--- config.mk ---
export PLATFORM = sky130hd
export DESIGN_NAME = fcims
export DESIGN_NICKNAME = d
export VERILOG_FILES = /design/src/rtl/fcims.sv
export SDC_FILE = /design/constraint.sdc
export NUM_CORES = 1
export LEC_CHECK = 0
export CAP_MARGIN = 30
export CORE_ASPECT_RATIO = 1.4
export CORE_MARGIN = 4
export CORE_UTILIZATION = 50
export CTS_BUF_LIST = sky130_fd_sc_hd__clkbuf_2
export DETAILED_ROUTE_END_ITERATION = 12
export DONT_BUFFER_PORTS = 1
export PLACE_DENSITY = 0.65
export SKIP_LAST_GASP = 1
export SYNTH_ARGS = -nofsm -noshare
export SYNTH_HDL_FRONTEND = slang
export SYNTH_SLANG_ARGS = --single-unit
--- constraint.sdc ---
create_clock -name clk -period 0.8 [get_ports clk]
set_input_delay 0.08 -clock clk [delete_from_list [all_inputs] [get_ports clk]]
set_output_delay 0.08 -clock clk [all_outputs]
set_load 0.005 [all_outputs]
--- src/rtl/fcims.sv ---
// rtl/fcims.sv - food-court inventory slice: per-clock sale/restock price and stock update
//
// Purpose:
//   One transaction per rising clock edge against a 4-bit stock count.
//   Computes the transaction price P = U x N and the updated count,
//   rejecting sales that exceed stock and restocks that would overflow 15.
//   Rejected transactions report P = 0 and leave the count unchanged.
//
// Ports:
//   clk                 system clock, rising edge active
//   reset               asynchronous active-low clear of all output flops
//   ctrl                mode: 0 = sale, 1 = restock
//   uprice0..uprice3    unit price U, bit 0 = LSB
//   ncel0..ncel3        quantity N, bit 0 = LSB
//   ct0..ct3            current stock count C, bit 0 = LSB
//   fprice0..fprice7    registered transaction price P, bit 0 = LSB
//   new_ct0..new_ct3    registered updated stock count, bit 0 = LSB

module fcims (
  input  logic clk,
  input  logic reset,
  input  logic ctrl,
  input  logic uprice0,
  input  logic uprice1,
  input  logic uprice2,
  input  logic uprice3,
  input  logic ncel0,
  input  logic ncel1,
  input  logic ncel2,
  input  logic ncel3,
  input  logic ct0,
  input  logic ct1,
  input  logic ct2,
  input  logic ct3,
  output logic fprice0,
  output logic fprice1,
  output logic fprice2,
  output logic fprice3,
  output logic fprice4,
  output logic fprice5,
  output logic fprice6,
  output logic fprice7,
  output logic new_ct0,
  output logic new_ct1,
  output logic new_ct2,
  output logic new_ct3
);

  logic [3:0] uprice;
  logic [3:0] ncel;
  logic [3:0] ct;

  logic [7:0] product;
  logic [4:0] restock_sum;
  logic       accept;
  logic [7:0] fprice_d;
  logic [3:0] new_ct_d;

  logic [7:0] fprice_q;
  logic [3:0] new_ct_q;

  assign uprice = {uprice3, uprice2, uprice1, uprice0};
  assign ncel   = {ncel3, ncel2, ncel1, ncel0};
  assign ct     = {ct3, ct2, ct1, ct0};

  // Zero-extend before multiplying so the full 8-bit product is kept.
  assign product     = {4'b0000, uprice} * {4'b0000, ncel};
  // Five bits so a restock past 15 is visible instead of wrapping.
  assign restock_sum = {1'b0, ct} + {1'b0, ncel};

  // N = 0 falls out as accepted in both modes with a zero product.
  always_comb begin
    accept   = 1'b0;
    fprice_d = 8'h00;
    new_ct_d = ct;
    if (ctrl) begin
      accept = (restock_sum <= 5'd15);
      if (accept) begin
        fprice_d = product;
        new_ct_d = restock_sum[3:0];
      end
    end else begin
      accept = (ct >= ncel);
      if (accept) begin
        fprice_d = product;
        new_ct_d = ct - ncel;
      end
    end
  end

  always_ff @(posedge clk or negedge reset) begin
    if (!reset) begin
      fprice_q <= 8'h00;
      new_ct_q <= 4'h0;
    end else begin
      fprice_q <= fprice_d;
      new_ct_q <= new_ct_d;
    end
  end

  assign {fprice7, fprice6, fprice5, fprice4,
          fprice3, fprice2, fprice1, fprice0} = fprice_q;
  assign {new_ct3, new_ct2, new_ct1, new_ct0} = new_ct_q;

endmodule

Word-level counts from Yosys, hierarchy flattened
Index checks and enable logic that the tools add are counted.
{ "classes": {"addsub": 2, "n_mul": 1, "order_cmp": 2, "n_mux": 6} }
{ "ops": {"columns": ["op", "n"], "rows": [
  ["8-bit 2-to-1 mux", 3],
  ["4-bit 2-to-1 mux", 3],
  ["4-bit by 4-bit multiplier with 8-bit output", 1],
  ["4-bit by 4-bit adder with 5-bit output", 1],
  ["5-bit by 4-bit <= comparator with 1-bit output, second input constant", 1],
  ["4-bit >= comparator", 1],
  ["4-bit subtractor", 1]
]} }
{ "totals": {"regBits": 12, "inputBits": 15, "out_inout_bits": 12} }

Depth between registers and ports, before layout
Gate-level depths: netlist (run 1).
{ "logic_depth": {"word_depth": 4, "mapped_depth": 11, "mapped_depth_nobuf": 11} }

Worst setup path after synthesis (run 1)
No wires, ideal clock.
{ "synth_path": {"path_kind": "input-to-reg", "startpoint": "input port ncel3", "endpoint": "register fprice_q[7]", "setup_ns": 0.118, "arrival_time_ns": 2.340, "setup_slack_ns": -1.658, "stages": 10, "path_cell_list": "nand2_1 -> fa_1 -> inv_1 -> fa_1 -> ha_1 -> a21o_1 -> a311o_1 -> a21oi_1 -> xor2_1 -> nor2_1"} }
{ "synth_via": {"elab_chain_len": 4, "word_cells_on_any_way": 7, "classes_between": "add/sub (1); mul (1); order compare (2); mux (3)"} }
{ "synth_lines": {"columns": ["item", "line", "text"], "rows": [
  ["start, declared", "30", "input logic ncel3,"],
  ["parallel branches: the longest is 3 deep, another holds 4-bit by 4-bit multiplier with 8-bit output", null, null],
  ["8-bit 2-to-1 mux *", "76", "if (ctrl) begin"],
  ["named net fprice_d[7]", "56", "logic [7:0] fprice_d;"],
  ["end signal, assigned", "96", "fprice_q <= fprice_d;"],
  ["end, declared", "59", "logic [7:0] fprice_q;"]
]} }
Mark *: on every way through the listed nets, which the timed path passes.

Worst setup path after layout (run 1)
{ "layout_path": {"startpoint": "input port uprice2", "endpoint": "register fprice_q[7]"} }
{ "layout_via": {"elab_chain_len": 3, "word_cells_on_any_way": 4, "classes_between": "mul (1); mux (3)"} }
{ "layout_lines": {"columns": ["item", "line", "text"], "rows": [
  ["start, declared", "25", "input logic uprice2,"],
  ["4-bit by 4-bit multiplier with 8-bit output *", "67", "assign product = {4'b0000, uprice} * {4'b0000, ncel};"],
  ["8-bit 2-to-1 mux (on tied branches)", "84, 78", null],
  ["8-bit 2-to-1 mux *", "76", null],
  ["named net fprice_d[7]", "56", null]
]} }
Mark *: on every way through the listed nets, which the timed path passes. The rest lies on a longest branch.

==> results of run 1 <==
## cell type report
cell class / instances / area share
clock buffer: 3 / 0.0100
inverter: 17 / 0.0509
multi-input combinational: 89 / 0.598
sequential: 12 / 0.200
tap: 22 / 0.0184
timing repair buffer: 22 / 0.123
## state kept, by name (all words and copies together), names as in the netlist
register,cells
fprice_q,8
new_ct_q,4
## power by group
group | switching (mW) | internal (mW)
registers | 0.0438 | 0.705
clock network | 0.143 | 0.102
logic | 0.410 | 0.467
## worst max-delay path by stage
stage	to	cells after the start	startpoint
after detailed placement	fprice_q[7]	10	ncel1
after CTS	fprice_q[7]	10	uprice2
after global routing	fprice_q[7]	10	uprice2
final	fprice_q[7]	10	uprice2
after floorplan	fprice_q[7]	10	ncel1
after global placement	fprice_q[7]	10	ncel1
## stage by stage
step / util / setup slack, ps / power (mW) / hold WS [ps]
3_5_place_dp: 0.613 / -1570 / 1.48 / -215
5_1_grt: 0.689 / -1380 / 2.06 / 4.12
2_1_floorplan: - / -1480 / 1.27 / -216
3_3_place_gp: 0.613 / -1530 / 1.47 / -215
4_1_cts: 0.670 / -1310 / 1.85 / 16.8
6_report: 0.689 / -1310 / 1.87 / 6.71
## cell usage after synthesis (all sizes together)
library cell / number
ha: 20
inv: 17
and2: 13
dfrtp: 12
nor2: 10
a21oi: 7
fa: 6
nand2: 6
xor2: 5
a221oi: 3
o21ai: 3
a21o: 2
a22oi: 2
mux2i: 2
xnor2: 2
a21boi: 1
a311o: 1
and2b: 1
buf: 1
nand2b: 1
nor2b: 1
nor3: 1
nor3b: 1
o31a: 1
## routing by layer
layer | track usage | up-vias | wire length [um]
met5 | 0 | - | 0
met4 | 0.0796 | 0 | 25
met3 | 0.0322 | 4 | 147
met2 | 0.258 | 29 | 1080
met1 | 0.188 | 389 | 885
li1 | - | 440 | -
## worst max-delay path: stages
cell and delay [ps]:
nand2_8 30, fa_1 530, inv_1 50, fa_1 450
ha_1 290, a21o_1 190, a311o_1 280, a21oi_2 140
xor2_1 140, nor2_1 60
## timing repair
item / in CTS / in global routing
resized for setup: 11 / 9
pin swaps: 8 / 7
hold buffers: 6 / 0
endpoints found under the setup margin: 12 / 12
endpoints found under the hold margin: 16 / 0
setup buffers: 1 / 1
## logic make-up after synthesis
group	Yosys count	share of synthesized area
AND/OR/NAND/NOR	34	0.152
multiplexers	2	0.0175
buffers and inverters	18	0.0656
flip-flops	12	0.263
AO/OA/AOI/OAI	20	0.125
adder cells (fa/ha/maj)	26	0.324
XOR/XNOR	7	0.0536
==> results.sh, run 1 <==
export IMPL_grt_pass1_wl_mm=4.00
export IMPL_worstPathMaxFanout=4
export IMPL_worst_slack_ps=-1310
export IMPL_arrival_ps=2240
export IMPL_yosysSeqAreaShare=0.263
export IMPL_drive_gt1_frac=0.336
export IMPL_hold_path_class="in2reg"
export IMPL_vias=862
export IMPL_cts_tree="yes"
export IMPL_worstMarginPinSlew_ps=475
export IMPL_rsz0062_at_grt="true"
export IMPL_cts_buffer_depth=2
export IMPL_initial_utilization=0.525
export IMPL_drc=0
export IMPL_holdPathEnd="new_ct_q[3]"
export IMPL_final_hold_viol_count=0
export IMPL_antenna_diode_count=0
export IMPL_seq_area_sq_um=300
export IMPL_layout_common_cells="ha_1, buf_4, inv_1"
export IMPL_wl_per_cell_um=13.0
export IMPL_syn_num_nets=160
export IMPL_multi_input_area_sq_um=896
export IMPL_path_class="in2reg"
export IMPL_endpoint_kind="flip-flop"
export IMPL_synth_area_sq_um=1140
export IMPL_postRouteAntennaNets=0
export IMPL_cp_required_ps=930
export IMPL_gp_congestion=0.739
export IMPL_yosys_warnings=0
export IMPL_nNetsFinal=186
export IMPL_via_per_inst=5.22
export IMPL_final_min_clock_period_ps=2110
export IMPL_post_route_period_util=2.64
export IMPL_port_buffers=0
export IMPL_numCtsBuffers=3
export IMPL_fin_area_sq_um=1500
export IMPL_grt_overflow=0
export IMPL_core_area_sq_um=2180
export IMPL_synth_cells=119
export IMPL_dp_cells=154
export IMPL_synth_avg_cell_area_sq_um=9.61
export IMPL_ir_drop_v=0.000539
export IMPL_synth_top_area_frac=0.263
export IMPL_fin_setup_tns_ps=-8700
export IMPL_wl_mm=2.14
export IMPL_fp_dieH_um=64.6
export IMPL_powerDensity_nw_per_um2=1250
export IMPL_final_common_cell="ha_1"
export IMPL_yosys_register_bits=12
export IMPL_syn2layout_area_growth_pct=31.1
export IMPL_cp_start_kind="input pin"
export IMPL_clock_fmax_ghz=0.473
export IMPL_post_dp_cell_area_sq_um=1340
export IMPL_slew_headroom=0.683
export IMPL_io_pins=27
export IMPL_cts_root_buffer="clkbuf_2"
export IMPL_synth_distinct_cells=27
export IMPL_finalSetupViolCount=12
export IMPL_grt_max_degree=13
export IMPL_worstHoldStart="ctrl"
export IMPL_antenna_found_initial=0
export IMPL_fp_dieArea_sq_um=3130
export IMPL_outcome="finished, violations left"
export IMPL_path_clk_slew_ps=80
export IMPL_synth_top_area_cell="dfrtp_1"
export IMPL_clock_sinks=12
export IMPL_num_rows=20
export IMPL_hpwl_mm=1.84
export IMPL_synthTopCellsByArea="dfrtp_1, ha_1, fa_1"
export IMPL_drt_first_pass_iters=4
export IMPL_die_w_um=48.4
export IMPL_stdcell_count=165
export IMPL_leakage_nw=0.748
export IMPL_maxSlewViolCount=0
export IMPL_grt_pass1_vias=963
export IMPL_drt_initial_drc_count=3
export IMPL_holdPathStages=2
export IMPL_drv_cap=0
export IMPL_violations="setup timing"
export IMPL_fillers=176
export IMPL_grtUsageTotal=0.156
export IMPL_cts_htree_levels=1
(Power assumes the default switching activity.)
==> run 2: changes to the inputs <==
PLACE_DENSITY = not set   (was 0.65)
==> run 2 against run 1 <==
Cell count grew 3.0%. Die area is the same. Power grew 1.2%. Flip-flop and latch count is the same. Clock power grew 2%. Critical path depth is the same. Via count grew 1.2%. The run still ends with setup timing left. Maximum frequency shrank 1.4%. Critical path type unchanged. Largest power group unchanged. First-iteration DRC count shrank 33%. Largest cell class unchanged. Non-clock buffer count grew 5. Combinational power grew 2%.
==> results.sh, run 2 (synthesis results as in run 1) <==
export IMPL_post_route_util=0.710
export IMPL_path_cells="nand2_8, fa_1, inv_2, fa_1, ha_1, a21o_1, a311o_1, a21oi_2, xor2_1, nor2_1"
export IMPL_drt_initial_drc_count=2
export IMPL_finalSetupViolCount=12
export IMPL_worst_slack_ps=-1340
export IMPL_maxSlewViolCount=0
export IMPL_syn2layout_area_growth_pct=35.2
export IMPL_fp_dieH_um=64.6
export IMPL_top_regs="fprice_q (8), new_ct_q (4)"
export IMPL_via_per_inst=5.13
export IMPL_worstPathMaxFanout=4
export IMPL_clock_sinks=12
export IMPL_layout_common_cells="buf_4, ha_1, and2_1"
export IMPL_grt_pass1_wl_mm=4.06
export IMPL_crit_family="adder cells"
export IMPL_post_dp_cell_area_sq_um=1350
export IMPL_crit_slowest_cell="fa_1"
export IMPL_rsz0062_at_grt="true"
export IMPL_grtUsageTotal=0.156
export IMPL_path_class="in2reg"
export IMPL_cts_tree="yes"
export IMPL_cp_slowest_stage_delay_ps=540
export IMPL_outcome="finished, violations left"
export IMPL_initial_utilization=0.525
export IMPL_antenna_found_initial=0
export IMPL_place_ws_ps=-1610
export IMPL_fin_setup_tns_ps=-8990
export IMPL_cts_root_buffer="clkbuf_2"
export IMPL_powerDensity_nw_per_um2=1220
export IMPL_final_hold_viol_count=0
export IMPL_hpwl_mm=1.79
export IMPL_worstMarginPinSlew_ps=479
export IMPL_cts_htree_levels=1
export IMPL_timing_hold_ws_ps=41.2
export IMPL_grt_pass1_vias=963
export IMPL_hold_path_class="in2reg"
export IMPL_fin_area_sq_um=1550
export IMPL_numCtsBuffers=3
export IMPL_endpoint_kind="flip-flop"
export IMPL_antenna_diode_count=0
export IMPL_cts_buffer_depth=2
export IMPL_path_common_cell="fa_1"
export IMPL_drive_gt1_frac=0.365
export IMPL_cp_required_ps=930
export IMPL_fillers=171
export IMPL_core_area_sq_um=2180
export IMPL_leakage_nw=0.774
export IMPL_die_w_um=48.4
export IMPL_seq_area_sq_um=300
export IMPL_ir_drop_v=0.000557
export IMPL_multi_input_area_sq_um=898
export IMPL_slew_headroom=0.680
export IMPL_grt_max_degree=13
export IMPL_drv_cap=0
export IMPL_final_common_cell="buf_4"
export IMPL_path_clk_slew_ps=90
export IMPL_gp_congestion=0.808
export IMPL_final_min_clock_period_ps=2140
export IMPL_vias=872
export IMPL_nNetsFinal=191
export IMPL_port_buffers=0
export IMPL_wl_per_cell_um=12.7
export IMPL_fp_dieArea_sq_um=3130
export IMPL_post_route_period_util=2.68
export IMPL_crit_buf_inv=1
export IMPL_grt_overflow=0
export IMPL_largest_register_ffs=8
export IMPL_drt_first_pass_iters=4
export IMPL_violations="setup timing"
export IMPL_postRouteAntennaNets=0
export IMPL_regMostFlops="fprice_q"
export IMPL_io_pins=27
export IMPL_cp_start_kind="input pin"
export IMPL_num_rows=20
export IMPL_wl_mm=2.16
export IMPL_drc=0
export IMPL_arrival_ps=2270
export IMPL_clock_fmax_ghz=0.467
==> run 2: cell count changes in the layout (fill, tap and decap cells not counted), sizes merged <==
cell,change
buf,+5
==> run 2: area by class of cell <==
class                      instances  area share
timing repair buffer              27       0.148
clock buffer                       3     0.00971
sequential                        12       0.194
inverter                          17      0.0494
multi-input combinational         89       0.581
tap                               22      0.0178
==> run 2: worst paths after layout <==
kind	to	from	depth (start not counted)	slack, ps
max	fprice_q[7]	uprice2	10	-1340
min	new_ct_q[3]	ctrl	2	40
max in group asynchronous	fprice_q[6]	reset	1	250
min in group asynchronous	fprice_q[0]	reset	1	230
==> run 2: metal layers <==
metal	part of all wire	track usage	wire length, um
met1	0.43	0.197	918
met2	0.50	0.270	1080
met3	0.069	0.0230	148
met4	0.0056	0.0415	12
met5	0	0	0
==> run 2: where the power goes <==
| group | total [mW] | leakage, nW | switching [mW] | internal (mW) |
|---|---|---|---|---|
| logic | 0.894 | 0.612 | 0.415 | 0.480 |
| registers | 0.748 | 0.150 | 0.0435 | 0.705 |
| clock network | 0.252 | 0.0125 | 0.150 | 0.102 |
==> run 2: per-stage QoR <==
stage | cells | total power, mW
after floorplan | 119 | 1.27
after global placement | 156 | 1.47
after detailed placement | 156 | 1.48
after CTS | 167 | 1.84
after global routing | 170 | 2.08
final | 170 | 1.89
==> run 2: timing repair <==
item | in CTS | in global routing
hold endpoints to repair | 16 | 0
resized for setup | 12 | 11
setup endpoints to repair | 12 | 12
pin swaps | 11 | 10
buffers inserted | 2 | 3
hold buffers | 6 | 0
